File: config.mk
export PLATFORM = sky130hd
export DESIGN_NAME = instruction_fetch
export DESIGN_NICKNAME = d
export VERILOG_FILES = /design/src/rtl/instruction_fetch.sv
export SDC_FILE = /design/constraint.sdc
export NUM_CORES = 1
export LEC_CHECK = 0
export BUFFER_PORTS_ARGS = -buffer_cell sky130_fd_sc_hd__buf_2
export CORE_MARGIN = 10
export CORE_UTILIZATION = 40
export CTS_CLUSTER_SIZE = 8
export DETAILED_ROUTE_END_ITERATION = 16
export PLACE_DENSITY = 0.66
export SYNTH_ARGS = -nofsm -noshare
export SYNTH_HDL_FRONTEND = slang
export SYNTH_SLANG_ARGS = --single-unit
File: constraint.sdc
create_clock -name clk -period 4.11 [get_ports clk]
set_input_delay 0.411 -clock clk [delete_from_list [all_inputs] [get_ports clk]]
set_output_delay 0.411 -clock clk [all_outputs]
set_load 0.02 [all_outputs]
File: src/rtl/instruction_fetch.sv
// Instruction fetch stage: samples pc, reads instruction memory, holds the word for decode.
// Optional memory-stall timeout fault enabled by defining FETCH_TIMEOUT_EN.
module instruction_fetch #(
    parameter int unsigned TIMEOUT_CYCLES = 255
) (
    input  logic        clk,
    input  logic        rst_n,
    input  logic [31:0] pc,
    input  logic        fetch_start,
    input  logic        flush,
    input  logic        instr_ack,
    output logic        mem_req,
    output logic [31:0] mem_addr,
    input  logic        mem_ready,
    input  logic [31:0] mem_rdata,
    output logic [31:0] instr,
    output logic [31:0] instr_pc,
    output logic        instr_valid,
    output logic        pc_write,
    output logic [31:0] next_pc,
    output logic        busy,
    output logic        fault,
    output logic [1:0]  fault_cause
);

    typedef enum logic [1:0] {StIdle, StReq, StHold, StFault} state_e;

    localparam logic [1:0] CauseNone     = 2'b00;
    localparam logic [1:0] CauseMisalign = 2'b01;
    localparam logic [1:0] CauseTimeout  = 2'b10;
    localparam logic [7:0] TimeoutLimit  = 8'(TIMEOUT_CYCLES);

    state_e state;
    logic   pc_aligned;

    assign pc_aligned = (pc[1:0] == 2'b00);

`ifdef FETCH_TIMEOUT_EN
    logic [7:0] wait_cnt;
    logic       timeout_hit;

    // Fires on the REQ cycle that would bring the stall count up to the limit.
    assign timeout_hit = ((wait_cnt + 8'd1) == TimeoutLimit);
`else
    logic unused_timeout;
    assign unused_timeout = ^TimeoutLimit;
`endif

    always_ff @(posedge clk or negedge rst_n) begin
        if (!rst_n) begin
            state       <= StIdle;
            mem_addr    <= 32'h0;
            instr       <= 32'h0;
            instr_pc    <= 32'h0;
            instr_valid <= 1'b0;
            pc_write    <= 1'b0;
            next_pc     <= 32'h0;
            fault_cause <= CauseNone;
`ifdef FETCH_TIMEOUT_EN
            wait_cnt    <= 8'd0;
`endif
        end else begin
            pc_write <= 1'b0;
            if (flush) begin
                state       <= StIdle;
                instr_valid <= 1'b0;
                fault_cause <= CauseNone;
`ifdef FETCH_TIMEOUT_EN
                wait_cnt    <= 8'd0;
`endif
            end else begin
                unique case (state)
                    StIdle, StHold: begin
                        // HOLD only accepts a new fetch once decode has taken the current one.
                        if (state == StIdle || instr_ack) begin
                            instr_valid <= 1'b0;
                            state       <= StIdle;
                            if (fetch_start && pc_aligned) begin
                                mem_addr <= pc;
                                state    <= StReq;
`ifdef FETCH_TIMEOUT_EN
                                wait_cnt <= 8'd0;
`endif
                            end else if (fetch_start) begin
                                instr_pc    <= pc;
                                next_pc     <= pc + 32'd4;
                                fault_cause <= CauseMisalign;
                                state       <= StFault;
                            end
                        end
                    end
                    StReq: begin
                        if (mem_ready) begin
                            instr       <= mem_rdata;
                            instr_pc    <= mem_addr;
                            next_pc     <= mem_addr + 32'd4;
                            instr_valid <= 1'b1;
                            pc_write    <= 1'b1;
                            state       <= StHold;
                        end
`ifdef FETCH_TIMEOUT_EN
                        else if (timeout_hit) begin
                            fault_cause <= CauseTimeout;
                            state       <= StFault;
                        end else begin
                            wait_cnt <= wait_cnt + 8'd1;
                        end
`endif
                    end
                    StFault: begin
                        state <= StFault;
                    end
                    default: begin
                        state <= StIdle;
                    end
                endcase
            end
        end
    end

    assign mem_req = (state == StReq);
    assign busy    = (state != StIdle);
    assign fault   = (state == StFault);

endmodule
; ---- Word level (Yosys, flattened, before mapping)
; Cells that the tools add are included.
; W data, S select, Z words.
[classes]
n_addsub = 2
n_mul = 0
div = 0
magnitude_cmp = 0
eq_ne = 10
n_shift = 0
muxes = 28
n_bitwise = 1
reduce_logical = 17
[ops]
columns = cell, count
row1 = $mux W32, 8
row2 = $pmux W32 S2, 2
row3 = $add A32 B3 Y32 const B, 2
row4 = $mux W2, 10
row5 = $reduce_bool A2 Y1, 5
row6 = $ne A2 B2 Y1 const B, 4
row7 = $reduce_and A4 Y1, 2
row8 = $mux W1, 6
row9 = $pmux W2 S3, 1
row10 = $reduce_and A3 Y1, 2
row11 = $reduce_and A6 Y1, 1
row12 = $eq A2 B2 Y1 const B, 2
row13 = $logic_not A2 Y1, 2
row14 = $ne A3 B2 Y1 const B, 1
row15 = $ne A3 B3 Y1 const B, 1
row16 = $reduce_bool A3 Y1, 1
row17 = $eq A2 B1 Y1 const B, 1
row18 = $ne A2 B1 Y1 const B, 1
row19 = $pmux W1 S2, 1
row20 = $reduce_and A2 Y1, 1
row21 = $reduce_or A2 Y1, 1
row22 = $logic_and A1 B1 Y1, 1
row23 = $logic_or A1 B1 Y1, 1
row24 = $not A1 Y1, 1
[totals]
regBits = 134
latch_bits = 0
ramBits = 0
romBits = 0
in_bits = 70
output_inout_bits = 135
word_cells = 66
memories = 0

; ---- Longest topological paths before layout
; Gate-level depths: netlist (run 1).
[logic_depth]
word_depth = 6
depth_mapped = 15
ltp_nobuf = 11

; ---- Least setup slack after synthesis (run 1)
; OpenSTA, ideal clock, no wires.
[synth_path]
path_kind = register -> register
startpoint = reg state[0]
endpoint = reg next_pc[30]
setup_ps = 126
arrival_time_ps = 3121
path_slack_ps = 863
stages_incl_launch_ff = 16
n_path_buf = 5
period_less_slack_ps = 3247
cell_sequence = dfrtp_1 > nand2b_4 > buf_8 > buf_4 > buf_2 > buf_1 > nand2_1 > nand2_1 > ha_1 > nand2_1 > mux2i_1 > nand4b_1 > clkbuf_1 > nor4_1 > xor2_1 > a21oi_1
[synth_between]
elab_chain_cells = 4
[synth_lines]
columns = item, line
row1 = "start, declared", 33  ; state_e state;
row2 = "start signal, assigned", 51  ; state <= StIdle;
row3 = "start signal, assigned", 65  ; state <= StIdle;
row4 = "start signal, assigned", 77  ; state <= StIdle;
row5 = $eq A2 B2 Y1 / $logic_not A2 Y1 (equally long branches), "72, 75"
row6 = $reduce_or A2 Y1 / $logic_or A1 B1 Y1 (equally long branches), "72, 75"
row7 = $ne A2 B2 Y1 (no line) / $reduce_bool A2 Y1 (equally long branches), --
row8 = $reduce_and A6 Y1 (no line), --
row9 = "end signal, assigned", 86  ; next_pc <= pc + 32'd4;
row10 = "end signal, assigned", 96  ; next_pc <= mem_addr + 32'd4;
row11 = "end, declared", 20  ; output logic [31:0] next_pc,
; Parallel ways exist; a longest one is shown, timed or not.
; A chain may end at the register's enable or synchronous reset.

; ---- Worst setup path after layout (run 1)
[layout_path]
startpoint = reg state[1]
endpoint = reg next_pc[26]
; The elaborated chain is that of the path after synthesis.

==> flow_metrics.py, run 1 <==
metrics = {
    "grt": {
        "grt_antenna_before_repair": 2,
        "grt_pass1_vias": 5178,
        "overflow": 0,
        "grt_pass1_wl_mm": 27.32,
        "grt_usage": 0.1681,
        "grt_start_max_net_pins": 104,
    },
    "finish": {
        "final_net_count": 801,
        "final_common_cell": "buf_2",
        "layout_common_cells": "buf_2 (202), dfrtp_1 (131), mux2_2 (70), nor2_1 (64), a21oi_1 (49)",
        "area_growth_pct": 28.68,
        "finish.instance_area_sq_um": 7843,
        "fin_cells": 933,
        "fill_cells": 1380,
        "drive_gt1_frac": 0.4347,
    },
    "floorplanning": {
        "start_util": 0.4039,
        "num_rows": 45,
        "core_area_sq_um": 15090,
        "die_x_microns": 143.4,
        "boundaryPins": 205,
        "die_area_sq_um": 20570,
        "fp.dieH_microns": 143.4,
    },
    "critical_path": {
        "critPathLaunchType": "flop",
        "rr_startpoint": "state[1]$_DFFE_PN0P_",
        "cp-startpoint": "state[1]$_DFFE_PN0P_",
        "endpoint_kind": "flop",
        "worstPathCellList": "nand2b_4 > inv_2 > nand2_1 > nand2_1 > ha_1 > nand2_1 > mux2i_1 > nand4b_1 > nor4b_1 > xnor2_1 > a21oi_1",
        "critPathSlowestCell": "nand4b_1",
        "critPathBufInv": 1,
        "crit_path_frequent_cell": "nand2_1",
        "slowest_delay_ns": 0.59,
        "path_class": "flop to flop",
        "cp_max_fo": 16,
        "crit_arrival_ns": 3.72,
        "r2r_slack_ns": 0.66,
        "crit_required_ns": 4.38,
        "cp_top_family": "simple AND/OR/NAND/NOR gates",
    },
    "timing": {
        "rsz0062_at_grt": "false",
        "max_clock_freq_mhz": 289.7,
        "setup_viol": 0,
        "period_needed_ns": 3.452,
        "clock-skew-final_ns": 0.007714,
        "whs_ns": 0.1025,
        "tightest_slew_ns": 0.9127,
        "tns_ns": 0,
        "fin_crit_sh": 0.8398,
        "final_max_slew_viol_count": 0,
        "hold_viol_final": 0,
        "slew_headroom": 0.3916,
    },
    "yosys": {
        "synth-edff-count": 0,
        "syn_area_sq_um": 6095,
        "synth-main-ff-cell": "dfrtp_1",
        "yosysWarnings": 0,
        "synth_nets": 603,
        "yosysSeqAreaShare": 0.5379,
        "synth_seq_cells": 131,
        "synth_cells": 532,
        "async_flop_share": 1.000,
        "synth_cell_types": 47,
        "avgSynthCellArea_sq_um": 11.46,
    },
    "placement": {
        "dp.cells": 899,
        "portBuffers": 203,
        "dpl_cell_area_sq_um": 7276,
        "gp_congestion": 0.8452,
        "post-dp-hpwl_mm": 12.78,
    },
    "power": {
        "p_per_area_nw_per_um2": 630.1,
        "p_leak_nw": 3.752,
        "p_total_mw": 4.942,
        "max-vdd-ir-drop_uv": 320.1,
    },
    "run": {
        "cap_violations": 0,
    },
    "drt": {
        "drc": 0,
        "wl_mm": 16.99,
        "wl_per_cell_microns": 18.21,
        "vias": 4756,
        "first_pass_iters": 5,
        "drtIter0Drc": 320,
        "vias_per_cell": 5.098,
        "ant_nets": 0,
    },
    "clocking": {
        "post_cts_buffers": 0,
        "root_buffer": "clkbuf_16",
        "clock_latency_ns": 0.42,
        "clk_transition_reported_paths_ns": 0.06,
        "cts_sinks": 131,
        "cts_hold_buffers": 0,
        "cts_tree": "built",
        "numCtsBuffers": 17,
        "cts_buffer_depth": 2,
        "cts_resized": 0,
        "htreeDepth": 4,
    },
    "hold_path": {
        "hp-class": "primary input to async pin",
    },
    "outcome": {
        "outcome": "completed",
    },
}
-- area by class of cell --
class	instances	area (sq um)	area share
repair buffers	209	1080	0.1377
clock inverters	13	108.9	0.01388
well taps	188	235.2	0.02999
diodes	2	5.005	0.0006382
flip-flops and latches	131	3278	0.4180
multi-input cells	368	2671	0.3406
inverters	3	11.26	0.001436
clock buffers	19	452.9	0.05775
-- routing by layer --
metal  part of all wire  track usage  vias to the layer above
li1                   -            -                     2250
met1               0.40       0.1921                     2322
met2               0.49       0.2782                      159
met3              0.082      0.06205                       25
met4              0.020      0.06985                        0
met5                  0            0                        -
-- cells by family (layout without fill, tap and decap cells) --
logic type	Yosys count	in the layout	share of synthesized area
xor gates and xnor gates	29	29	0.04167
adders and majority gates	1	1	0.002053
DFF	131	131	0.5379
and+or+nand+nor	162	162	0.1242
other	1	3	0.0006153
buffers and inverters	33	244	0.02710
muxes	111	111	0.2028
AOI/OAI and AO/OA	64	64	0.06364
-- flip-flops by register name (all words and copies together) (netlist names) --
register     count
pc_write         1
state            2
fault_cause      1
instr_valid      1
mem_addr        32
instr_pc        32
next_pc         30
instr           32
-- power by group --
group / internal [mW] / switching [mW] / total [mW]
combinational: 0.601 / 0.995 / 1.60
sequential: 1.66 / 0.260 / 1.92
clock: 0.857 / 0.564 / 1.42
-- cell usage after synthesis, types with 6 or more instances --
library cell	n	area [sq um]
nand3_1	6	30.03
nand2_1	47	176.4
mux2i_1	33	330.3
mux2_2	70	788.3
buf_2	12	60.06
nor2_1	64	240.2
xnor2_1	10	87.58
xor2_1	19	166.4
nor4_1	9	56.30
and3_1	7	43.79
dfrtp_1	131	3278
a21oi_1	49	245.2
clkbuf_1	12	45.04
-- stage by stage --
stage               utilization  worst slack [ns]
finish                   0.5197            0.6585
global route             0.5197            0.4722
CTS                      0.5194            0.6843
detailed placement       0.4822            0.7098
global placement         0.4822            0.9389
floorplan                     -            0.8635
-- worst register-to-register path: stages (launching register included) --
cell      delay [ns]
dfrtp_1         0.41
nand2b_4        0.29
inv_2           0.33
nand2_1         0.12
nand2_1         0.08
ha_1            0.20
nand2_1         0.07
mux2i_1         0.37
nand4b_1        0.59
nor4b_1         0.59
xnor2_1         0.17
a21oi_1         0.09
-- path summary, 6_finish.rpt --
path | depth (start not counted) | end
worst min register to register | 1 | next_pc[6]$_DFFE_PN0P_
min in group clk | 2 | instr[8]$_DFFE_PN0P_
worst min-delay path | 1 | instr_pc[18]$_DFFE_PN0P_
worst max register to register | 11 | next_pc[26]$_DFFE_PN0P_
max in group asynchronous | 2 | mem_addr[7]$_DFFE_PN0P_
worst max-delay path | 11 | next_pc[26]$_DFFE_PN0P_
No activity file was read; power rests on OpenSTA's default activity.
==> inputs of run 2 (changes only) <==
Clock period 4.11 ns to 3.6 ns, I/O delays scaled along.
==> run 2 against run 1 <==
Die area is the same. Clock power rose by 7%. Sequential power rose by 14%. Sequential cell count unchanged. Design area is essentially flat. First-iteration DRC count is 22% lower. Largest cell class unchanged. Hold slack better by 0.077 ns. Largest power group unchanged. Power up 12%. Worst setup slack worse by 0.33 ns.
==> flow_metrics.py, run 2 (synthesis results as in run 1) <==
metrics = {
    "outcome": {
        "outcome": "completed",
    },
    "floorplanning": {
        "die_area_sq_um": 20570,
        "start_util": 0.4039,
        "fp.dieH_microns": 143.4,
        "num_rows": 45,
        "die_x_microns": 143.4,
        "boundaryPins": 205,
        "core_area_sq_um": 15090,
    },
    "timing": {
        "slew_headroom": 0.5130,
        "setup_viol": 0,
        "hold_viol_final": 0,
        "rsz0062_at_grt": "false",
        "tightest_slew_ns": 0.7297,
        "tns_ns": 0,
        "clock-skew-final_ns": 0.006954,
        "period_needed_ns": 3.268,
        "final_max_slew_viol_count": 0,
        "max_clock_freq_mhz": 306.0,
        "fin_crit_sh": 0.9078,
    },
    "finish": {
        "finish.instance_area_sq_um": 7839,
        "fill_cells": 1396,
        "diodes": 0,
        "layout_common_cells": "buf_2 (202), dfrtp_1 (131), mux2_2 (70), nor2_1 (64), a21oi_1 (49)",
        "final_net_count": 804,
        "area_growth_pct": 28.62,
        "final_common_cell": "buf_2",
        "largestRegisters": "instr x32, instr_pc x32, mem_addr x32",
        "drive_gt1_frac": 0.4303,
    },
    "grt": {
        "overflow": 0,
        "grt_antenna_before_repair": 0,
        "grt_pass1_wl_mm": 27.03,
        "grt_start_max_net_pins": 76,
        "grt_pass1_vias": 5039,
        "grt_usage": 0.1672,
    },
    "power": {
        "power.switching_mw": 2.042,
        "power_frac_comb": 0.330,
        "p_per_area_nw_per_um2": 707.3,
        "p_leak_nw": 3.764,
        "pwr-share-seq": 0.396,
        "p_int_mw": 3.502,
        "pwr-share-clk": 0.275,
        "p_sw_frac": 0.3684,
        "max-vdd-ir-drop_uv": 351.1,
    },
    "clocking": {
        "clock_latency_ns": 0.41,
        "cts_hold_buffers": 1,
        "root_buffer": "clkbuf_16",
        "numCtsBuffers": 17,
        "htreeDepth": 4,
        "clk_transition_reported_paths_ns": 0.06,
        "cts_sinks": 131,
        "post_cts_buffers": 0,
        "cts_resized": 0,
        "cts_buffer_depth": 2,
        "cts_tree": "built",
    },
    "critical_path": {
        "crit_arrival_ns": 3.53,
        "endpoint_kind": "flop",
        "path_class": "flop to flop",
        "worstPathCellList": "nand2b_4 > mux2_2 > ha_1 > nand2_1 > mux2i_1 > nand4b_1 > nor4_1 > xor2_1 > a21oi_1",
        "cp_max_fo": 15,
        "critPathSlowestCell": "nand4b_1",
        "crit_required_ns": 3.87,
        "critPathLaunchType": "flop",
        "slowest_delay_ns": 0.60,
    },
    "drt": {
        "drtIter0Drc": 249,
        "vias_per_cell": 5.095,
        "drc": 0,
        "first_pass_iters": 4,
        "ant_nets": 0,
        "wl_mm": 16.94,
        "wl_per_cell_microns": 18.14,
        "vias": 4759,
    },
    "hold_path": {
        "hp-class": "primary input to flop",
    },
    "run": {
        "cap_violations": 0,
    },
    "placement": {
        "portBuffers": 203,
        "post-dp-hpwl_mm": 12.82,
        "gp_congestion": 0.8416,
        "dpl_cell_area_sq_um": 7303,
    },
}
==> run 2: metrics by stage <==
stage	hold WS (ns)	setup WS [ns]	power [mW]	std cells	util
finish	0.1795	0.3319	5.544	934	0.5195
global route	0.1605	0.1161	5.878	934	0.5195
CTS	0.1549	0.3613	5.625	934	0.5195
detailed placement	0.3530	0.3836	4.072	901	0.4840
global placement	0.3504	0.5055	4.030	901	0.4840
floorplan	0.06441	0.3535	3.321	532	-
==> run 2: final timing paths <==
kind                                                 end  cells after the start  slack [ns]                     from
worst max register to register   next_pc[28]$_DFFE_PN0P_                      9        0.33     state[1]$_DFFE_PN0P_
worst min-delay path               instr[23]$_DFFE_PN0P_                      2        0.18            mem_rdata[23]
min in group asynchronous       instr_pc[14]$_DFFE_PN0P_                      2        0.48                    rst_n
worst max-delay path             next_pc[28]$_DFFE_PN0P_                      9        0.33     state[1]$_DFFE_PN0P_
worst min register to register   instr_pc[2]$_DFFE_PN0P_                      1        0.50  instr_pc[2]$_DFFE_PN0P_
max in group asynchronous         next_pc[2]$_DFFE_PN0P_                      3        2.35                    rst_n
==> run 2: per-layer routing <==
metal  routed length [microns]  vias to the layer above  share of wire  GRT usage
met5                         0                        -              0          0
met3                      1368                       19          0.081    0.06073
met1                      6754                     2326           0.40     0.1909
met2                      8491                      158           0.50     0.2743
met4                       329                        0          0.019    0.07630
li1                          -                     2256              -          -
==> run 2: layout make-up <==
cell class                 count  area (sq um)  area share
multi-input combinational    368          2671      0.3408
sequential                   131          3278      0.4182
clock buffer                  23         467.9     0.05970
tap                          188         235.2     0.03001
inverter                       3         11.26    0.001437
clock inverter                 9         57.56    0.007342
timing repair buffer         212          1117      0.1425
==> run 2: power groups by stage <==
stage / Clock, mW / Combinational, mW / Sequential (mW)
5_1_grt: 1.64 / 1.98 / 2.26
4_1_cts: 1.56 / 1.86 / 2.20
3_3_place_gp: 0 / 1.84 / 2.19
6_report: 1.52 / 1.83 / 2.19
2_1_floorplan: 0 / 0.617 / 2.70
3_5_place_dp: 0 / 1.86 / 2.21
==> run 2: worst max-delay path: cells and delay by family, from the launching register on <==
family	cells	cell delay, ns
multiplexers	2	0.73
AO/OA/AOI/OAI	1	0.08
AND/OR/NAND/NOR	4	1.49
flip-flops	1	0.41
adder cells (fa/ha/maj)	1	0.23
XOR/XNOR	1	0.18
